**src/rtl/hmr_dmr_recovery_seq_if.sv**
```systemverilog
// Purpose: bundles the recovery handshake, core control and backup register-file
//          signals between the DMR control side and the recovery sequencer.
// Modports:
//   master : DMR control / cores / backup storage side (drives request, halted
//            status and backup RF read data)
//   slave  : recovery sequencer (drives all control, status and RF write signals)
// Signal names keep the sequencer's point of view (_i into it, _o out of it).
interface hmr_dmr_recovery_seq_if #(
    parameter int unsigned DataWidth   = 32,
    parameter int unsigned RfAddrWidth = 5
);
    logic                   recovery_request_i;
    logic                   recovery_finished_o;
    logic                   recovery_active_o;
    logic                   instr_lock_o;
    logic                   debug_halt_o;
    logic [1:0]             cores_halted_i;
    logic [1:0]             setback_o;
    logic                   pc_recover_o;
    logic                   csr_recover_o;
    logic [RfAddrWidth-1:0] rf_raddr_o;
    logic [DataWidth-1:0]   rf_rdata_i;
    logic                   rf_we_o;
    logic [RfAddrWidth-1:0] rf_waddr_o;
    logic [DataWidth-1:0]   rf_wdata_o;
    logic                   halt_timeout_o;

    modport master (
        output recovery_request_i, cores_halted_i, rf_rdata_i,
        input  recovery_finished_o, recovery_active_o, instr_lock_o, debug_halt_o,
               setback_o, pc_recover_o, csr_recover_o, rf_raddr_o, rf_we_o,
               rf_waddr_o, rf_wdata_o, halt_timeout_o
    );

    modport slave (
        input  recovery_request_i, cores_halted_i, rf_rdata_i,
        output recovery_finished_o, recovery_active_o, instr_lock_o, debug_halt_o,
               setback_o, pc_recover_o, csr_recover_o, rf_raddr_o, rf_we_o,
               rf_waddr_o, rf_wdata_o, halt_timeout_o
    );
endinterface

```
**src/rtl/hmr_dmr_recovery_seq.sv**
```systemverilog
// Purpose: responder side of the DMR rapid-recovery handshake. On a recovery
//          request it halts the lockstep pair, sets both cores back, restores
//          PC, GPRs 1..NumRegs-1 and CSRs, then pulses recovery_finished_o.
// Ports:
//   clk_i  : clock
//   rst_i  : asynchronous reset, active-high
//   bus    : slave modport of hmr_dmr_recovery_seq_if (request/finished handshake,
//            halt/setback/restore controls, backup RF read port, core RF write port,
//            sticky halt timeout flag)
// All control outputs come straight from flops; rf_wdata_o is the only
// combinational output (backup read data forwarded during the RF phase).
module hmr_dmr_recovery_seq #(
    parameter int unsigned DataWidth   = 32,
    parameter int unsigned NumRegs     = 32,
    parameter int unsigned RfAddrWidth = 5,
    parameter int unsigned HaltTimeout = 16
) (
    input  logic                  clk_i,
    input  logic                  rst_i,
    hmr_dmr_recovery_seq_if.slave bus
);

    localparam int unsigned TimerWidth = (HaltTimeout > 1) ? $clog2(HaltTimeout) : 1;
    localparam logic [TimerWidth-1:0]  TimerLast = TimerWidth'(HaltTimeout - 1);
    localparam logic [RfAddrWidth-1:0] RfFirst   = RfAddrWidth'(1);
    localparam logic [RfAddrWidth-1:0] RfLast    = RfAddrWidth'(NumRegs - 1);

    typedef enum logic [2:0] {
        ST_IDLE,
        ST_HALT,
        ST_SETBACK,
        ST_PC,
        ST_RF,
        ST_CSR,
        ST_DONE
    } state_e;

    state_e                 state_q, state_d;
    logic [TimerWidth-1:0]  timer_q, timer_d;
    logic [RfAddrWidth-1:0] rf_cnt_q, rf_cnt_d;
    logic                   timeout_q, timeout_d;
    logic                   finished_q, finished_d;
    logic                   active_q, active_d;
    logic                   lock_q, lock_d;
    logic                   halt_q, halt_d;
    logic [1:0]             setback_q, setback_d;
    logic                   pc_q, pc_d;
    logic                   csr_q, csr_d;
    logic                   we_q, we_d;

    // Next-state logic; outputs are decoded from the next state so they are
    // registered yet still line up with the state the FSM is in.
    always_comb begin
        state_d   = state_q;
        timer_d   = timer_q;
        rf_cnt_d  = '0;          // counter is zero outside RF, doubling as the address
        timeout_d = timeout_q;

        case (state_q)
            ST_IDLE: begin
                if (bus.recovery_request_i) begin
                    state_d   = ST_HALT;
                    timer_d   = '0;
                    timeout_d = 1'b0;
                end
            end
            ST_HALT: begin
                timer_d = timer_q + TimerWidth'(1);
                if (bus.cores_halted_i == 2'b11) begin
                    state_d = ST_SETBACK;
                    timer_d = '0;
                end else if (timer_q == TimerLast) begin
                    // Give up waiting; restore anyway and flag it.
                    state_d   = ST_SETBACK;
                    timer_d   = '0;
                    timeout_d = 1'b1;
                end
            end
            ST_SETBACK: state_d = ST_PC;
            ST_PC: begin
                state_d  = ST_RF;
                rf_cnt_d = RfFirst;  // x0 is never restored
            end
            ST_RF: begin
                if (rf_cnt_q == RfLast) begin
                    state_d = ST_CSR;
                end else begin
                    rf_cnt_d = rf_cnt_q + RfAddrWidth'(1);
                end
            end
            ST_CSR:  state_d = ST_DONE;
            ST_DONE: state_d = ST_IDLE;
            default: state_d = ST_IDLE;
        endcase

        active_d   = (state_d != ST_IDLE);
        lock_d     = (state_d != ST_IDLE) && (state_d != ST_DONE);
        halt_d     = (state_d == ST_HALT);
        setback_d  = {2{state_d == ST_SETBACK}};
        pc_d       = (state_d == ST_PC);
        csr_d      = (state_d == ST_CSR);
        we_d       = (state_d == ST_RF);
        finished_d = (state_d == ST_DONE);
    end

    // State, counters and registered outputs.
    always_ff @(posedge clk_i or posedge rst_i) begin
        if (rst_i) begin
            state_q    <= ST_IDLE;
            timer_q    <= '0;
            rf_cnt_q   <= '0;
            timeout_q  <= 1'b0;
            finished_q <= 1'b0;
            active_q   <= 1'b0;
            lock_q     <= 1'b0;
            halt_q     <= 1'b0;
            setback_q  <= 2'b00;
            pc_q       <= 1'b0;
            csr_q      <= 1'b0;
            we_q       <= 1'b0;
        end else begin
            state_q    <= state_d;
            timer_q    <= timer_d;
            rf_cnt_q   <= rf_cnt_d;
            timeout_q  <= timeout_d;
            finished_q <= finished_d;
            active_q   <= active_d;
            lock_q     <= lock_d;
            halt_q     <= halt_d;
            setback_q  <= setback_d;
            pc_q       <= pc_d;
            csr_q      <= csr_d;
            we_q       <= we_d;
        end
    end

    assign bus.recovery_finished_o = finished_q;
    assign bus.recovery_active_o   = active_q;
    assign bus.instr_lock_o        = lock_q;
    assign bus.debug_halt_o        = halt_q;
    assign bus.setback_o           = setback_q;
    assign bus.pc_recover_o        = pc_q;
    assign bus.csr_recover_o       = csr_q;
    assign bus.rf_raddr_o          = rf_cnt_q;
    assign bus.rf_waddr_o          = rf_cnt_q;
    assign bus.rf_we_o             = we_q;
    // Backup read data goes straight through to both cores while restoring.
    assign bus.rf_wdata_o          = we_q ? bus.rf_rdata_i : {DataWidth{1'b0}};
    assign bus.halt_timeout_o      = timeout_q;

endmodule

```
**src/flat_wrapper.sv**
```systemverilog
// flat-port wrapper written by rule: the top's interface ports become plain ports
module hmr_dmr_recovery_seq_flat 
#(
    parameter int unsigned DataWidth   = 32,
    parameter int unsigned NumRegs     = 32,
    parameter int unsigned RfAddrWidth = 5,
    parameter int unsigned HaltTimeout = 16
)
  (clk_i, rst_i, bus_recovery_request_i, bus_cores_halted_i, bus_rf_rdata_i, bus_recovery_finished_o, bus_recovery_active_o, bus_instr_lock_o, bus_debug_halt_o, bus_setback_o, bus_pc_recover_o, bus_csr_recover_o, bus_rf_raddr_o, bus_rf_we_o, bus_rf_waddr_o, bus_rf_wdata_o, bus_halt_timeout_o);
  hmr_dmr_recovery_seq_if #(.DataWidth(DataWidth), .RfAddrWidth(RfAddrWidth)) bus_i ();
  input  logic clk_i;
  input  logic rst_i;
  input wire logic [$bits(bus_i.recovery_request_i)-1:0] bus_recovery_request_i;
  input wire logic [$bits(bus_i.cores_halted_i)-1:0] bus_cores_halted_i;
  input wire logic [$bits(bus_i.rf_rdata_i)-1:0] bus_rf_rdata_i;
  output wire logic [$bits(bus_i.recovery_finished_o)-1:0] bus_recovery_finished_o;
  output wire logic [$bits(bus_i.recovery_active_o)-1:0] bus_recovery_active_o;
  output wire logic [$bits(bus_i.instr_lock_o)-1:0] bus_instr_lock_o;
  output wire logic [$bits(bus_i.debug_halt_o)-1:0] bus_debug_halt_o;
  output wire logic [$bits(bus_i.setback_o)-1:0] bus_setback_o;
  output wire logic [$bits(bus_i.pc_recover_o)-1:0] bus_pc_recover_o;
  output wire logic [$bits(bus_i.csr_recover_o)-1:0] bus_csr_recover_o;
  output wire logic [$bits(bus_i.rf_raddr_o)-1:0] bus_rf_raddr_o;
  output wire logic [$bits(bus_i.rf_we_o)-1:0] bus_rf_we_o;
  output wire logic [$bits(bus_i.rf_waddr_o)-1:0] bus_rf_waddr_o;
  output wire logic [$bits(bus_i.rf_wdata_o)-1:0] bus_rf_wdata_o;
  output wire logic [$bits(bus_i.halt_timeout_o)-1:0] bus_halt_timeout_o;
  assign bus_i.recovery_request_i = bus_recovery_request_i;
  assign bus_i.cores_halted_i = bus_cores_halted_i;
  assign bus_i.rf_rdata_i = bus_rf_rdata_i;
  assign bus_recovery_finished_o = bus_i.recovery_finished_o;
  assign bus_recovery_active_o = bus_i.recovery_active_o;
  assign bus_instr_lock_o = bus_i.instr_lock_o;
  assign bus_debug_halt_o = bus_i.debug_halt_o;
  assign bus_setback_o = bus_i.setback_o;
  assign bus_pc_recover_o = bus_i.pc_recover_o;
  assign bus_csr_recover_o = bus_i.csr_recover_o;
  assign bus_rf_raddr_o = bus_i.rf_raddr_o;
  assign bus_rf_we_o = bus_i.rf_we_o;
  assign bus_rf_waddr_o = bus_i.rf_waddr_o;
  assign bus_rf_wdata_o = bus_i.rf_wdata_o;
  assign bus_halt_timeout_o = bus_i.halt_timeout_o;
  hmr_dmr_recovery_seq #(.DataWidth(DataWidth), .NumRegs(NumRegs), .RfAddrWidth(RfAddrWidth), .HaltTimeout(HaltTimeout)) u_core (.clk_i(clk_i), .rst_i(rst_i), .bus(bus_i));
endmodule
```
**config.mk**
```make
export PLATFORM = sky130hd
export DESIGN_NAME = hmr_dmr_recovery_seq_flat
export DESIGN_NICKNAME = d
export VERILOG_FILES = /design/src/rtl/hmr_dmr_recovery_seq_if.sv /design/src/rtl/hmr_dmr_recovery_seq.sv /design/src/flat_wrapper.sv
export SDC_FILE = /design/constraint.sdc
export NUM_CORES = 1
export LEC_CHECK = 0
export BUFFER_PORTS_ARGS = -buffer_cell sky130_fd_sc_hd__buf_2
export CAP_MARGIN = 5
export CORE_ASPECT_RATIO = 0.75
export CORE_MARGIN = 3
export CORE_UTILIZATION = 37
export CTS_BUF_LIST = sky130_fd_sc_hd__clkbuf_4 sky130_fd_sc_hd__clkbuf_8
export CTS_CLUSTER_SIZE = 14
export DETAILED_ROUTE_END_ITERATION = 7
export PLACE_DENSITY = 0.78
export SYNTH_ARGS = -nofsm -noshare
export SYNTH_HDL_FRONTEND = slang
export SYNTH_SLANG_ARGS = --single-unit
```
**constraint.sdc**
```tcl
create_clock -name clk_i -period 1.45 [get_ports clk_i]
set_input_delay 0.145 -clock clk_i [delete_from_list [all_inputs] [get_ports clk_i]]
set_output_delay 0.145 -clock clk_i [all_outputs]
set_load 0.05 [all_outputs]
```
### Word level (Yosys, flattened, before mapping)

Index checks and enable logic that the tools add are counted.

* add/sub/neg operators: 2
* equal/unequal tests: 18
* mux-type cells: 16
* reduce and logical (&&, ||, !) cells: 6

Operator list (count)
* 2-to-1 mux 32 bit: 1
* one-hot mux 3 bit (6 select lines): 1
* equality test 3 bit (second input constant): 5
* equality test 3 x 2 -> 1 bit (second input constant): 4
* 2-to-1 mux 3 bit: 4
* 2-to-1 mux 4 bit: 3
* one-hot mux 5 bit (2 select lines): 1
* one-hot mux 4 bit (2 select lines): 1
* equality test 3 x 1 -> 1 bit (second input constant): 2
* adder 5 x 1 -> 5 bit (second input constant): 1
* equality test 5 bit (second input constant): 1
* 2-to-1 mux 5 bit: 1
* adder 4 x 1 -> 4 bit (second input constant): 1
* equality test 4 bit (second input constant): 1
* inequality test 2 bit (second input constant): 2
* AND reduction 4 bit: 1
* zero test 3 bit: 1
* 2-to-1 mux 1 bit: 3
* inequality test 3 bit (second input constant): 1
* nonzero test 3 bit: 1
* equality test 2 bit (second input constant): 1
* inequality test 2 x 1 -> 1 bit (second input constant): 1
* one-hot mux 1 bit (2 select lines): 1
* AND reduction 2 bit: 1
* other kinds (2): 2

* register bits after elaboration: 21
* bits of input ports: 37
* logic and storage cells: 54

### Longest topological paths before layout

Gate-level depths: netlist of run 1.

* depth after elaboration: 6
* mapped depth: 5
* mapped depth without buffers: 5

### Worst setup path after synthesis of run 1

Ideal clock, no wire load.

* path kind: flip-flop to flip-flop
* from: register u_core.rf_cnt_q[0], in the netlist u_core.bus.rf_raddr_o[0]
* to: register u_core.rf_cnt_q[0], in the netlist u_core.bus.rf_raddr_o[0]
* arrival: 1.543 ns
* required time: 1.364 ns
* slack: -0.179 ns
* stages on the path, launching flop included: 6
* cell sequence: dfrtp_1 > ha_1 > and3_1 > ha_1 > nand3b_1 > o21ai_0

* longest elaborated chain between the ends: 3
* elaborated cells between the ends (all ways): 4

Ends and longest elaborated chain
* from (decl): line hmr_dmr_recovery_seq.sv:40 `logic [RfAddrWidth-1:0] rf_cnt_q, rf_cnt_d;`
* from (signal assigned): line hmr_dmr_recovery_seq.sv:124 `rf_cnt_q <= rf_cnt_d;`
* adder 5 x 1 -> 5 bit or equality test 5 bit (tied branches): line hmr_dmr_recovery_seq.sv:88, hmr_dmr_recovery_seq.sv:85
* 2-to-1 mux 5 bit *: line hmr_dmr_recovery_seq.sv:85 `if (rf_cnt_q == RfLast) begin`
* one-hot mux 5 bit (2 select lines) *: line hmr_dmr_recovery_seq.sv:59 `case (state_q)`
* named net u_core.rf_cnt_d[0]: line hmr_dmr_recovery_seq.sv:40

Mark *: on every way through the listed nets, which the timed path passes. The rest lies on a longest branch.
A chain may end at the register's enable or synchronous reset.

### Worst setup path in the final report of run 1

Ends and elaborated chain as after synthesis.

==> run_results.csv, run 1 <==
group,metric,value,unit
synthesis,ys_async_sr_fraction,100.0,%
run_status,outcome,"finished, final reports clean",
synthesis,ys_types,31,
synthesis,ys_ff_latch,21,
worst_setup_path,max_stage_delay,400,ps
placement,dp_hpwl,2.565,mm
synthesis,syn_area,0.001165,mm²
timing,period_share,94.88,%
synthesis,synth-seq-area-share,45.11,%
power_and_ir_drop,power_density,2158,mW/mm²
global_routing,grt_max_degree,34,
clock_tree,clk_pin_slew,70,ps
worst_setup_path,crit_chain,"ha_2 > and3_1 > ha_2 > nand3b_1 > o21ai_1",
cells_and_area,final_cells,243,
clock_tree,cts_tree,"yes",
cells_and_area,syn2layout_area_growth,47.80,%
synthesis,yosys-top-cells-count,"and2_1, dfrtp_1, buf_4, inv_1, nand3_1",
power_and_ir_drop,ir_drop,1.294,mV
floorplanning,die_x,70.79,µm
worst_setup_path,crit_top_cell,"ha_2",
timing,relSlewSlack,75.26,%
synthesis,synth_nets,161,
synthesis,yosysWarnings,0,
floorplanning,ios,89,
worst_setup_path,crit_slowest_cell,"dfrtp_2",
timing,period_needed,1376,ps
floorplanning,start_util,41.56,%
timing,fin_skew,5.284,ps
timing,hold_ws,227.2,ps
synthesis,syn_area_per_cell,9.627,µm²
synthesis,syn-instance-count,121,
clock_tree,htree_levels,1,
routing,vias,1126,
flow_run,drv_cap,0,
floorplanning,die_h,54.59,µm
synthesis,synth_edf_count,0,
routing,drtIter0Drc,23,
clock_tree,cts-root-buf,"clkbuf_8",
min_path,hold_class,"in2reg",
placement,place_congestion,0.7702,
clock_tree,clockBufferDepth,2,
global_routing,grt-ovfl-total,0,
cells_and_area,n_antenna_cell,0,
synthesis,synth.area.top_cells,"dfrtp_1, and2_1, buf_4, ha_1, nand3_1",
timing,rsz0062_at_grt,"yes",
cells_and_area,drive_gt1_share,65.22,%
clock_tree,cts_buffers,3,
global_routing,grtUsageTotal,15.42,%
worst_setup_path,startpoint_type,"flip-flop",
routing,avgViaCountPerCell,4.634,
worst_setup_path,worstPathRequired,1630,ps
worst_setup_path,end_kind,"flip-flop",
routing,detail_route.wl_per_cell,13.34,µm
worst_setup_path,rrSetupSlack,70,ps
cells_and_area,n_fill_cell,225,
placement,io_buffers,88,
power_and_ir_drop,leakage,1.011,nW
synthesis,synth_top_area_share,45.11,%
clock_tree,insertion_delay,260,ps
timing,worst_pin_slew,370.4,ps
global_routing,antenna_found_initial,0,
cells_and_area,fin_nets,248,
worst_setup_path,worst_path_dominant_cell_family,"flip-flops",
worst_setup_path,crit_type,"reg2reg",
worst_setup_path,critPathMaxFanout,4,
worst_setup_path,critPathArrivalTime,1560,ps
routing,drtPass1Iterations,4,
floorplanning,core,0.002803,mm²
placement,dp_cells,238,
timing,max_freq,0.7268,GHz
clock_tree,clock_sinks,21,
routing,wl,3.241,mm
routing,ant_nets,0,
power_and_ir_drop,power,3.715,mW
synthesis,synth_top_cell_by_area,"dfrtp_1",
routing,drc,0,
synthesis,synth_top_flop_cell,"dfrtp_1",
timing,hold_violations,0,
global_routing,grt_pass1_wl,4.636,mm
timing,finalSetupViolCount,0,
synthesis,synth_most_common_cell,"and2_1",
floorplanning,dieArea,0.003864,mm²
floorplanning,rows,16,
worst_setup_path,cp.buffers_inverters,0,
global_routing,grt_pass1_vias,936,
timing,slew_viol_final,0,
## tightest hold or removal path, cell delays in order
cell and delay (ps):
buf_2 100, nor4_1 50, a21oi_1 130
## cells in the final DEF (no fill, tap or decap)
cell,netlist,routed
and3_1,4,4
o21ai_0,3,2
buf_4,6,4
dfrtp_1,21,18
xor2_1,1,1
clkinv_2,0,1
nand4_1,1,1
nor2_1,4,4
clkbuf_4,0,2
clkbuf_8,0,3
and2_1,32,2
a21oi_1,3,3
and2_2,0,30
dlygate4sd3_1,0,1
inv_1,6,6
a31oi_1,4,4
mux2i_1,1,1
o2111ai_1,1,1
or4b_4,1,1
o211ai_1,1,1
a21o_2,1,1
o21ai_1,1,2
ha_2,0,2
nand2_1,5,5
o21a_1,1,1
nor4_1,1,1
xnor2_1,1,1
nand3_1,6,6
ha_1,3,1
buf_6,1,1
nor3b_4,1,1
buf_2,2,86
a21boi_0,1,1
and4b_1,1,1
dfrtp_2,0,3
nand3b_1,2,2
nor3b_1,2,2
## routing by layer
metal / GRT usage [%] / wire length, µm
met5: 0 / 0
met4: 5.625 / 55
met2: 25.08 / 1614
met1: 20.70 / 1382
met3: 3.119 / 189
## power by group
group / internal [mW] / total, mW / switching [mW] / leakage, nW
Combinational: 0.666 / 2.43 / 1.76 / 0.714
Clock: 0.191 / 0.381 / 0.189 / 0.0255
Sequential: 0.747 / 0.903 / 0.157 / 0.272
## timing repair
| item | in CTS | in global routing |
|---|---|---|
| hold endpoints to repair | 21 | 0 |
| hold buffers | 1 | 0 |
| setup endpoints to repair | 0 | 35 |
| resized for setup | 0 | 6 |
| setup buffers | 0 | 0 |
## state kept, by name, indices dropped and copies added, names as in the netlist
register and cells:
u_core.bus.csr_recover_o 1, u_core.bus.debug_halt_o 1, u_core.bus.halt_timeout_o 1, u_core.bus.instr_lock_o 1
u_core.bus.pc_recover_o 1, u_core.bus.recovery_active_o 1, u_core.bus.recovery_finished_o 1, u_core.bus.rf_raddr_o 5
u_core.bus.rf_we_o 1, u_core.bus.setback_o 1, u_core.state_q 3, u_core.timer_q 4
## final timing paths
check                                                      start                                    end  depth (start not counted)
max in group asynchronous                                  rst_i     u_core.bus.rf_raddr_o[0]$_DFF_PP0_                          4
max reg2reg                   u_core.bus.rf_raddr_o[0]$_DFF_PP0_     u_core.bus.rf_raddr_o[0]$_DFF_PP0_                          5
max                           u_core.bus.rf_raddr_o[0]$_DFF_PP0_     u_core.bus.rf_raddr_o[0]$_DFF_PP0_                          5
min in group asynchronous                                  rst_i      u_core.bus.pc_recover_o$_DFF_PP0_                          4
min reg2reg                u_core.bus.halt_timeout_o$_DFFE_PP0P_  u_core.bus.halt_timeout_o$_DFFE_PP0P_                          2
min                                       bus_recovery_request_i      u_core.bus.instr_lock_o$_DFF_PP0_                          3
## cell families (layout without fill, tap and decap cells)
kind of cell,after synthesis,after routing,synth area share [%]
AO/OA/AOI/OAI,16,16,8.592
XOR/XNOR,2,2,1.504
adder cells (fa/ha/maj),3,3,3.223
buffers and inverters,18,104,8.592
flip-flops,21,21,45.11
multiplexers,1,1,0.8593
AND/OR/NAND/NOR,60,60,32.12
## final cells by class
class / count / area [µm²] / area share, %
Multi-Input combinational cell: 82 / 581.8 / 33.79
Sequential cell: 21 / 529.3 / 30.74
Timing Repair Buffer: 94 / 496.7 / 28.85
Tap cell: 36 / 45.04 / 2.616
Clock buffer: 3 / 41.29 / 2.398
Inverter: 6 / 22.52 / 1.308
Clock inverter: 1 / 5.005 / 0.2907
## metrics by stage
stage                     util (%)  worst slack [ps]  setup TNS [ps]  area, µm²
final                        61.43             74.19               0       1722
after global routing         61.43            -4.464          -4.464       1722
after CTS                    60.98             24.88               0       1709
after detailed placement     58.97             43.06               0       1653
after global placement       58.97             74.48               0       1653
after floorplan                  -            -38.75          -38.75       1207
Note: power is estimated with default switching activity, not from simulation.
==> run 2: changes to the inputs <==
- ABC_AREA: default -> 1
- CORE_UTILIZATION: 37 -> 38
- PLACE_DENSITY: 0.78 -> 0.79
==> run 2 against run 1 <==
The flow now finishes with violations (negative setup slack). Maximum frequency down 6.2%. Critical path depth up 5. First-iteration DRC count up 91%. Sequential share of layout area down 1.9 points. Setup slack worse by 90 ps. Core utilization down 0.31 points. Register-to-register slack worse by 90 ps. Worst hold slack better by 17 ps. Via count up 15%. Routed wire length up 1.5%. Clock skew down 3.3 ps. Design area up 6.5%. Critical path type unchanged.
==> run_results.csv, run 2 <==
group,metric,value,unit
cells_and_area,largest_reg_flops,5,
floorplanning,dieArea,0.003933,mm²
cells_and_area,n_antenna_cell,0,
routing,drtPass1Iterations,4,
power_and_ir_drop,p_int,1.451,mW
synthesis,synth_top_cell_by_area,"dfrtp_1",
flow_run,drv_cap,0,
power_and_ir_drop,switching_share,53.48,%
synthesis,synth_compound_area_share,2.974,%
timing,finalSetupViolCount,1,
timing,hold_ws,244.1,ps
run_status,outcome,"finished with violations",
floorplanning,die_h,55.07,µm
run_status,violations,"negative setup slack",
timing,max_freq,0.6821,GHz
global_routing,grtUsageTotal,16.49,%
synthesis,synth_most_common_cell,"inv_1",
worst_setup_path,end_kind,"flip-flop",
worst_setup_path,crit_type,"reg2reg",
global_routing,grt_pass1_wl,5.030,mm
worst_setup_path,startpoint_type,"flip-flop",
clock_tree,clk_pin_slew,70,ps
cells_and_area,drive_gt1_share,45.28,%
routing,vias,1299,
power_and_ir_drop,power,3.119,mW
timing,period_needed,1466,ps
synthesis,syn_area_per_cell,7.011,µm²
global_routing,grt-ovfl-total,0,
clock_tree,cts_buffers,3,
timing,fin_tns_setup,-15.99,ps
clock_tree,clock_sinks,21,
synthesis,synth.area.mux_share,0,%
synthesis,synth-seq-area-share,43.08,%
placement,dp_hpwl,2.580,mm
worst_setup_path,worstPathRequired,1600,ps
floorplanning,ios,89,
synthesis,syn_area,0.001220,mm²
routing,detail_route.wl_per_cell,10.85,µm
synthesis,synth_top_flop_cell,"dfrtp_1",
placement,place_congestion,0.8495,
synthesis,synth_edf_count,0,
timing,relSlewSlack,80.82,%
synthesis,ys_ff_latch,21,
power_and_ir_drop,ir_drop,0.7992,mV
timing,fin_skew,2.019,ps
routing,ant_nets,0,
synthesis,ys_types,23,
clock_tree,cts_tree,"yes",
clock_tree,cts-root-buf,"clkbuf_8",
cells_and_area,final_common_cell,"buf_2",
power_and_ir_drop,seq_power_share,28.3,%
synthesis,syn-instance-count,174,
worst_setup_path,critPathArrivalTime,1620,ps
synthesis,ys_async_sr_fraction,100.0,%
floorplanning,start_util,40.68,%
cells_and_area,syn2layout_area_growth,50.26,%
timing,hold_violations,0,
synthesis,yosysWarnings,0,
floorplanning,rows,17,
synthesis,synthAdderAreaFrac,3.077,%
timing,period_share,101.1,%
min_path,hold_class,"in2reg",
power_and_ir_drop,leakage,1.374,nW
cells_and_area,seq_area,529.3,µm²
placement,io_buffers,88,
routing,drc,0,
worst_setup_path,critPathMaxFanout,3,
routing,avgViaCountPerCell,4.287,
power_and_ir_drop,p_comb_share,59.4,%
synthesis,synth.area.top_cells,"dfrtp_1, inv_1, nand2_1, nand3_1, buf_4",
synthesis,synth_top_area_share,43.08,%
floorplanning,core,0.002999,mm²
global_routing,grt_max_degree,34,
timing,slew_viol_final,0,
cells_and_area,multiInputGateArea,496.7,µm²
synthesis,synthSimpleGateAreaFrac,28.82,%
global_routing,grt_pass1_vias,1094,
synthesis,synth_top_family_by_area,"simple AND/OR/NAND/NOR gates",
global_routing,antenna_found_initial,0,
clock_tree,htree_levels,1,
synthesis,yosys-top-cells-count,"inv_1, nand2_1, dfrtp_1",
clock_tree,insertion_delay,250,ps
timing,worst_pin_slew,286.7,ps
cells_and_area,n_fill_cell,268,
synthesis,synth_xor_xnor_area_share,1.436,%
routing,wl,3.288,mm
routing,drtIter0Drc,44,
timing,layout_setup_ws,-15.99,ps
synthesis,synth_nets,214,
power_and_ir_drop,power_density,1701,mW/mm²
cells_and_area,fin_nets,306,
power_and_ir_drop,p_clk_share,12.2,%
clock_tree,clockBufferDepth,2,
floorplanning,die_x,71.43,µm
timing,rsz0062_at_grt,"yes",
cells_and_area,final_cell_mix,"buf_2, inv_1, nand2_1",
power_and_ir_drop,p_sw,1.668,mW
-- run 2: changes by cell type in the layout (fill, tap and decap cells not counted), sizes merged, moves of 2 or more --
cell | previous run | this run
inv | 6 | 52
a31oi | 4 | 1
buf | 91 | 95
nor2 | 4 | 14
nand3 | 6 | 11
and3 | 4 | 1
nand3b | 2 | 0
nand2 | 5 | 49
and2 | 32 | 0
nor3b | 3 | 1
nor3 | 0 | 3
-- run 2: power by group through the flow --
stage	clock network [mW]	registers (mW)	logic, mW
floorplan	0	1.19	1.07
global placement	0	0.889	1.73
detailed placement	0	0.898	1.75
CTS	0.391	0.885	1.78
global route	0.415	0.907	2.02
finish	0.382	0.883	1.85
-- run 2: layout make-up --
cell class	count	area share, %
clock buffer	4	2.662
inverter	52	10.65
multi-input combinational	92	27.10
sequential	21	28.87
tap	38	2.594
timing repair buffer	96	28.12
-- run 2: worst paths after layout --
check                                                   start                                  to  slack (ps)  cells past startpoint
setup / recovery           u_core.bus.rf_raddr_o[0]$_DFF_PP0_   u_core.bus.instr_lock_o$_DFF_PP0_         -20                     10
hold / removal                          bus_cores_halted_i[1]   u_core.bus.setback_o[0]$_DFF_PP0_         240                      3
setup reg to reg           u_core.bus.rf_raddr_o[0]$_DFF_PP0_   u_core.bus.instr_lock_o$_DFF_PP0_         -20                     10
hold reg to reg                 u_core.timer_q[0]$_DFFE_PP0P_       u_core.timer_q[0]$_DFFE_PP0P_         490                      1
max in group asynchronous                               rst_i  u_core.bus.rf_raddr_o[1]$_DFF_PP0_         780                      4
min in group asynchronous                               rst_i   u_core.bus.instr_lock_o$_DFF_PP0_         450                      4
-- run 2: cell families after synthesis --
kind of cell / count (synthesis)
adders and majority gates: 3
DFF: 21
buffers and inverters: 61
AOI/OAI and AO/OA: 7
and+or+nand+nor: 80
xor gates and xnor gates: 2
-- run 2: metrics by stage --
step | instances | utilization (%) | setup slack (ps) | instance area (µm²)
final | 303 | 61.12 | -15.99 | 1833
after global routing | 303 | 61.12 | -102.0 | 1833
after CTS | 299 | 59.45 | 2.573 | 1783
after detailed placement | 293 | 57.11 | 7.144 | 1713
after global placement | 293 | 57.11 | 65.25 | 1713
after floorplan | 174 | - | -56.76 | 1254
-- run 2: per-layer routing --
metal  vias up  track usage [%]  part of all wire, %
met2        63            28.05                   46
met5         -                0                    0
met3         3            3.791                   11
met1       557            20.74                   43
met4         0            6.563                 0.76
li1        676                -                    -
-- run 2: timing repair --
action / 4_1_cts / 5_1_grt
pin swaps: 0 / 3
resized for setup: 1 / 5
hold endpoints to repair: 21 / 0
hold buffers: 1 / 0
endpoints found under the setup margin: 1 / 4
setup buffers: 1 / 4
-- run 2: worst max-delay path, stage by stage, from the launching register on --
cell     delay (ps)
dfrtp_2         430
ha_4            180
nand2_4          60
nor2_2           40
ha_2            180
nand3_2          80
nand3_2          90
nor2_4          140
nand2_2          60
nand2_1          50
nand2_1          40
